<file path="config.mk">
export PLATFORM = sky130hd
export DESIGN_NAME = hs_byte_packer_flat
export DESIGN_NICKNAME = d
export VERILOG_FILES = /design/src/rtl/hs_byte_packer_pkg.sv /design/src/rtl/hs_byte_packer_if.sv /design/src/rtl/hs_byte_packer_out_slot.sv /design/src/rtl/hs_byte_packer.sv /design/src/flat_wrapper.sv
export SDC_FILE = /design/constraint.sdc
export NUM_CORES = 1
export LEC_CHECK = 0
export CORE_MARGIN = 3
export CORE_UTILIZATION = 51
export CTS_CLUSTER_SIZE = 16
export DETAILED_ROUTE_END_ITERATION = 6
export MAX_ROUTING_LAYER = met4
export PLACE_DENSITY = 0.86
export SYNTH_ARGS = -nofsm -noshare
export SYNTH_HDL_FRONTEND = slang
export SYNTH_SLANG_ARGS = --single-unit
</file>
<file path="constraint.sdc">
create_clock -name clk -period 2.2 [get_ports clk]
set_input_delay 0.66 -clock clk [delete_from_list [all_inputs] [get_ports clk]]
set_output_delay 0.66 -clock clk [all_outputs]
set_load 0.02 [all_outputs]
</file>
<file path="src/rtl/hs_byte_packer_pkg.sv">
// Shared defaults and types for the byte packer and other wide-side stages.
package hs_pkg;

   localparam int HS_DATA_W = 8;
   localparam int HS_PACK_N = 4;

   typedef logic [HS_PACK_N-1:0] keep_t;

   localparam keep_t KEEP_ALL = {HS_PACK_N{1'b1}};

endpackage

</file>
<file path="src/rtl/hs_byte_packer_if.sv">
// Narrow-in / wide-out handshake bundle for hs_byte_packer.
// slave = the packer itself, master = whatever drives the narrow side and sinks the wide side.
interface hs_byte_packer_if import hs_pkg::*; #(
   parameter int DATA_W = HS_DATA_W,
   parameter int PACK_N = HS_PACK_N
);

   logic                       valid_pre_i;
   logic [DATA_W-1:0]          data_pre_i;
   logic                       ready_pre_o;
   logic                       valid_post_o;
   logic [DATA_W*PACK_N-1:0]   data_post_o;
   logic [PACK_N-1:0]          keep_post_o;
   logic                       ready_post_i;
   logic                       flush_i;

   modport slave (
      input  valid_pre_i, data_pre_i, ready_post_i, flush_i,
      output ready_pre_o, valid_post_o, data_post_o, keep_post_o
   );

   modport master (
      output valid_pre_i, data_pre_i, ready_post_i, flush_i,
      input  ready_pre_o, valid_post_o, data_post_o, keep_post_o
   );

endinterface

</file>
<file path="src/rtl/hs_byte_packer_out_slot.sv">
// hs_out_slot: single-entry registered valid/ready output slot with word+keep payload.
// The owner must only pulse i_load while o_free is high, so a held word is never overwritten.
module hs_out_slot import hs_pkg::*; #(
   parameter int W  = HS_DATA_W*HS_PACK_N,
   parameter int KW = HS_PACK_N
) (
   input  logic          clk,
   input  logic          rst_n,
   input  logic          i_load,
   input  logic [W-1:0]  i_data,
   input  logic [KW-1:0] i_keep,
   input  logic          i_ready,
   output logic          o_valid,
   output logic [W-1:0]  o_data,
   output logic [KW-1:0] o_keep,
   output logic          o_free
);

   logic          r_valid;
   logic [W-1:0]  r_data;
   logic [KW-1:0] r_keep;

   // Slot register: load replaces, handshake empties, otherwise hold.
   always_ff @(posedge clk or negedge rst_n) begin
      if (!rst_n) begin
         r_valid <= 1'b0;
         r_data  <= {W{1'b0}};
         r_keep  <= {KW{1'b1}};
      end else if (i_load) begin
         r_valid <= 1'b1;
         r_data  <= i_data;
         r_keep  <= i_keep;
      end else if (r_valid && i_ready) begin
         r_valid <= 1'b0;
         r_data  <= r_data;
         r_keep  <= r_keep;
      end else begin
         r_valid <= r_valid;
         r_data  <= r_data;
         r_keep  <= r_keep;
      end
   end

   assign o_valid = r_valid;
   assign o_data  = r_data;
   assign o_keep  = r_keep;
   assign o_free  = !r_valid || i_ready;

endmodule

</file>
<file path="src/rtl/hs_byte_packer.sv">
// hs_byte_packer: packs PACK_N narrow beats little-endian into one wide registered word.
// Define PARTIAL_FLUSH_EN to enable flush_i emission of partially filled words.
module hs_byte_packer import hs_pkg::*; #(
   parameter int DATA_W = HS_DATA_W,
   parameter int PACK_N = HS_PACK_N
) (
   input logic            clk,
   input logic            rst_n,
   hs_byte_packer_if.slave hs
);

   localparam int OUT_W = DATA_W*PACK_N;
   localparam int ACC_W = OUT_W - DATA_W;
   localparam int CW    = (PACK_N > 2) ? $clog2(PACK_N) : 1;
   localparam int CEW   = CW + 1;
   localparam logic [CW-1:0] LAST = CW'(PACK_N-1);

   logic [CW-1:0]    r_cnt;
   logic [ACC_W-1:0] r_acc;

   logic             w_flush_pend;
   logic             w_slot_free;
   logic             w_last;
   logic             w_ready;
   logic             w_fire;
   logic             w_full;
   logic             w_flush_req;
   logic             w_flush_go;
   logic             w_flush_hold;
   logic             w_load;
   logic [CEW-1:0]   w_cnt_eff;
   logic [ACC_W-1:0] w_acc_next;
   logic [OUT_W-1:0] w_stage;
   logic [OUT_W-1:0] w_load_data;
   logic [PACK_N-1:0] w_load_keep;

   // Accept/ready decision, accumulator update and the word offered to the slot.
   always_comb begin
      w_last      = (r_cnt == LAST);
      w_ready     = !w_flush_pend && (!w_last || w_slot_free);
      w_fire      = hs.valid_pre_i && w_ready;
      w_full      = w_fire && w_last;
      w_cnt_eff   = {1'b0, r_cnt} + CEW'(w_fire);
      w_acc_next  = r_acc;
      for (int k = 0; k < PACK_N-1; k++) begin
         w_acc_next[k*DATA_W +: DATA_W] = (w_fire && (r_cnt == CW'(k))) ?
                                          hs.data_pre_i : r_acc[k*DATA_W +: DATA_W];
      end
      w_stage = {hs.data_pre_i, w_acc_next};
`ifdef PARTIAL_FLUSH_EN
      // A beat taken in the flush cycle joins the partial word; a completing beat makes it a full word.
      w_flush_req = w_flush_pend || (hs.flush_i && !w_full && (w_cnt_eff != CEW'(0)));
`else
      w_flush_req = 1'b0;
`endif
      w_flush_go   = w_flush_req && w_slot_free;
      w_flush_hold = w_flush_req && !w_slot_free;
      w_load       = w_full || w_flush_go;
      w_load_data  = {OUT_W{1'b0}};
      w_load_keep  = {PACK_N{1'b1}};
      if (w_full) begin
         w_load_data = {hs.data_pre_i, r_acc};
         w_load_keep = {PACK_N{1'b1}};
      end else begin
         for (int k = 0; k < PACK_N; k++) begin
            w_load_keep[k] = (CEW'(k) < w_cnt_eff);
            w_load_data[k*DATA_W +: DATA_W] = (CEW'(k) < w_cnt_eff) ?
                                              w_stage[k*DATA_W +: DATA_W] : {DATA_W{1'b0}};
         end
      end
   end

   // Beat counter and accumulator; a reset mid-word discards the partial beats.
   always_ff @(posedge clk or negedge rst_n) begin
      if (!rst_n) begin
         r_cnt <= {CW{1'b0}};
         r_acc <= {ACC_W{1'b0}};
      end else begin
         if (w_load) begin
            r_cnt <= {CW{1'b0}};
         end else if (w_fire) begin
            r_cnt <= r_cnt + CW'(1);
         end else begin
            r_cnt <= r_cnt;
         end
         r_acc <= w_acc_next;
      end
   end

`ifdef PARTIAL_FLUSH_EN
   logic r_flush_pend;

   // Remembers a flush that arrived while the slot was stalled.
   always_ff @(posedge clk or negedge rst_n) begin
      if (!rst_n) begin
         r_flush_pend <= 1'b0;
      end else if (w_flush_go) begin
         r_flush_pend <= 1'b0;
      end else if (w_flush_hold) begin
         r_flush_pend <= 1'b1;
      end else begin
         r_flush_pend <= r_flush_pend;
      end
   end

   assign w_flush_pend = r_flush_pend;
`else
   assign w_flush_pend = 1'b0;
`endif

   assign hs.ready_pre_o = w_ready;

   hs_out_slot #(
      .W  (OUT_W),
      .KW (PACK_N)
   ) u_out_slot (
      .clk     (clk),
      .rst_n   (rst_n),
      .i_load  (w_load),
      .i_data  (w_load_data),
      .i_keep  (w_load_keep),
      .i_ready (hs.ready_post_i),
      .o_valid (hs.valid_post_o),
      .o_data  (hs.data_post_o),
      .o_keep  (hs.keep_post_o),
      .o_free  (w_slot_free)
   );

endmodule
</file>
<file path="src/flat_wrapper.sv">
// flat-port wrapper written by rule: the top's interface ports become plain ports
module hs_byte_packer_flat import hs_pkg::*;
#(
   parameter int DATA_W = HS_DATA_W,
   parameter int PACK_N = HS_PACK_N
)
  (clk, rst_n, hs_valid_pre_i, hs_data_pre_i, hs_ready_post_i, hs_flush_i, hs_ready_pre_o, hs_valid_post_o, hs_data_post_o, hs_keep_post_o);
  hs_byte_packer_if #(.DATA_W(DATA_W), .PACK_N(PACK_N)) hs_i ();
  input logic clk;
  input logic rst_n;
  input wire logic [$bits(hs_i.valid_pre_i)-1:0] hs_valid_pre_i;
  input wire logic [$bits(hs_i.data_pre_i)-1:0] hs_data_pre_i;
  input wire logic [$bits(hs_i.ready_post_i)-1:0] hs_ready_post_i;
  input wire logic [$bits(hs_i.flush_i)-1:0] hs_flush_i;
  output wire logic [$bits(hs_i.ready_pre_o)-1:0] hs_ready_pre_o;
  output wire logic [$bits(hs_i.valid_post_o)-1:0] hs_valid_post_o;
  output wire logic [$bits(hs_i.data_post_o)-1:0] hs_data_post_o;
  output wire logic [$bits(hs_i.keep_post_o)-1:0] hs_keep_post_o;
  assign hs_i.valid_pre_i = hs_valid_pre_i;
  assign hs_i.data_pre_i = hs_data_pre_i;
  assign hs_i.ready_post_i = hs_ready_post_i;
  assign hs_i.flush_i = hs_flush_i;
  assign hs_ready_pre_o = hs_i.ready_pre_o;
  assign hs_valid_post_o = hs_i.valid_post_o;
  assign hs_data_post_o = hs_i.data_post_o;
  assign hs_keep_post_o = hs_i.keep_post_o;
  hs_byte_packer #(.DATA_W(DATA_W), .PACK_N(PACK_N)) u_core (.clk(clk), .rst_n(rst_n), .hs(hs_i));
endmodule
</file>
==> impl_metrics.csv <==
group,metric,value,unit
run_status,status,"finished clean",
critical_path,cp-start-kind,"primary input",
routing,via_per_inst,4.96,
grt,global_route.usage.total,18.9,%
routing,vias,1355,
sta,period_minus_slack,2.07,ns
sta,worst_pin_slew,0.527,ns
routing,met3WireLength,231,um
clocking,clock_latency,0.33,ns
routing,drtPass1Iterations,4,
min_path,hp-class,"primary input to asynchronous set/reset pin",
floorplan,ios,51,
grt,overflow,0,
critical_path,end_kind,"output port",
clocking,cts_setup_buffers,0,
place,io_buffers,45,
routing,drc,0,
layout,drive_above_1_share,40.3,%
floorplan,initial_utilization,53.8,%
power_and_ir_drop,vdd_ir_drop_max,0.968,mV
floorplan,fp.dieH,77.3,um
sta,drv_slew,0,
critical_path,r2r-start,"u_core.r_cnt[0]",
routing,drt_iter0_drc,77,
sta,rsz0062_at_grt,"false",
synthesis,yosysTopAreaCell,"dfrtp_1",
clocking,cts_buffers,9,
routing,antenna_left,0,
synthesis,syn_inst,146,
synthesis,ys_seq_elements,59,
floorplan,fp.coreArea,4820,sq um
clocking,clkTransAtPathRegs,0.06,ns
synthesis,yosysTopAreaCellShare,56.9,%
sta,relSlewSlack,64.9,%
synthesis,syn_area,2590,sq um
floorplan,std_cell_rows,25,
clocking,htree_num_levels,3,
run,max_cap_viol_count,0,
critical_path,slowest_delay,0.47,ns
routing,met2_length,2380,um
layout,nNetsFinal,220,
grt,grt_pass1_vias,1561,
sta,fin_skew,0.00669,ns
synthesis,synth.area.top_cells,"dfrtp_1 (57%), mux2_4 (31%), buf_12 (2.3%), ha_1 (1.9%), buf_6 (1.7%)",
sta,setup_viol,0,
place,gp_congestion,0.784,
critical_path,cp_num_buf_inv,2,
routing,finalWirelength,4740,um
synthesis,yosys_warnings,0,
critical_path,cp_cell_sequence,"clkdlybuf4s50_1, nand3b_4, buf_2",
critical_path,path_class,"primary input to output port",
grt,antenna_found_initial,0,
clocking,cts_tree,"yes",
critical_path,critPathTopFamily,"buffers and inverters",
routing,wl_per_cell,17.4,um
floorplan,die_w,77.3,um
place,placed_area,3110,sq um
sta,setup_slack,0.126,ns
clocking,cts.sinks,59,
place,hpwl,3410,um
layout,fin_area,3290,sq um
synthesis,syn_area_per_cell,17.8,sq um
sta,max_freq,482,MHz
sta,fin_tns_setup,0,ns
grt,grt_max_degree,60,
critical_path,critPathMaxFanout,2,
clocking,cts_buffer_depth,2,
layout,syn_to_final_growth,26.8,%
critical_path,worst_ep_arrival_time,1.41,ns
layout,num_antenna_cells,0,
floorplan,dieArea,5980,sq um
place,pre_cts_slack,-0.324,ns
routing,maxUsedRoutingLayer,"met4",
critical_path,startpoint,"hs_ready_post_i",
critical_path,worstPathRequired,1.54,ns
power_and_ir_drop,cellPowerDensity,1630,nW/um^2
routing,wl_met1,2030,um
critical_path,worst_path_max_delay_cell,"clkdlybuf4s50_1",
synthesis,synthDistinctLibCells,17,
sta,fin_hold_ws,0.330,ns
sta,period_share,94.3,%
layout,fin_util,68.3,%
synthesis,yosysSeqAreaShare,56.9,%
sta,hold_viol,0,
power_and_ir_drop,p_leak,1.54,nW
grt,grt_pass1_wl,8180,um
clocking,cts-root-buf,"clkbuf_8",
final timing paths:
check	to	slack [ns]	cells after the start
min reg2reg	u_core.u_out_slot.o_data[23]	0.51	1
max reg2reg	u_core.r_acc[4]	0.31	5
min	u_core.u_out_slot.o_data[12]	0.33	2
max in group asynchronous	u_core.r_acc[23]	1.62	2
max	hs_ready_pre_o	0.13	3
min in group clk	u_core.u_out_slot.o_data[23]	0.51	1
kinds of logic after synthesis:
| logic type | share of synthesized area [%] |
|---|---|
| mux | 32.1 |
| buf+inv | 5.64 |
| flops | 56.9 |
| simple gates | 2.27 |
| other cells | 0.145 |
| compound gates | 0.965 |
| fa+ha+maj | 1.93 |
cells in the final DEF, fill, tap and decap left out, types with 2 or more instances in the layout:
master,count
dfrtp_1,59
mux2_4,54
clkdlybuf4s50_1,43
clkbuf_8,10
buf_4,6
ha_1,4
conb_1,4
inv_1,3
and3_1,3
buf_12,3
nand2_1,2
a21oi_1,2
mux2_2,2
clkinv_2,2
buf_2,2
repair_timing:
item                                    in CTS  in global routing
pin swaps                                    0                  0
hold buffers                                 0                  0
gates resized for setup                      3                  1
endpoints found under the setup margin       1                  1
worst reg2reg max path: cells and delay by family, from the launching register on:
family	cells	cell delay, ns
DFF	1	0.43
and+or+nand+nor	2	0.60
adders and majority gates	1	0.28
buffers and inverters	1	0.13
muxes	1	0.35
power by group:
| part | internal [mW] | total, mW | switching, mW |
|---|---|---|---|
| clock network | 0.537 | 0.919 | 0.382 |
| logic | 1.50 | 2.44 | 0.943 |
| registers | 1.65 | 2.00 | 0.358 |
| total | 3.68 | 5.37 | 1.68 |
per-stage QoR:
step / std cells / total power [mW]
2_1_floorplan: 149 / 3.57
3_3_place_gp: 259 / 4.35
3_5_place_dp: 259 / 4.48
4_1_cts: 273 / 5.44
5_1_grt: 273 / 5.66
6_report: 273 / 5.37
layout make-up:
class	instances	area [sq um]
Clock buffer	11	141
Clock inverter	3	40.0
Fill cell	343	1530
Inverter	3	11.3
Multi-Input combinational cell	76	990
Sequential cell	59	1480
Tap cell	67	83.8
Timing Repair Buffer	54	546
Yosys cell counts:
library cell,instances
dfrtp_1,59
mux2_4,54
buf_4,4
buf_6,4
ha_1,4
and3_1,3
buf_12,3
inv_1,3
a21oi_1,2
mux2_2,2
nand2_1,2
a31o_2,1
a31oi_1,1
conb_1,1
nand2b_1,1
nand3b_4,1
nor2b_1,1
layer usage:
layer  global-route usage [%]  vias to the layer above
met5                        -                        -
met4                     8.19                        0
met3                     6.22                       10
met2                     29.5                       40
met1                     22.3                      700
li1                         -                      605
registers in the layout (all words and copies together), names as in the netlist:
signal and cells:
u_core.r_acc 24, u_core.r_cnt 2, u_core.u_out_slot.o_data 32, u_core.u_out_slot.o_valid 1
Power figures use the tool's default switching activity.
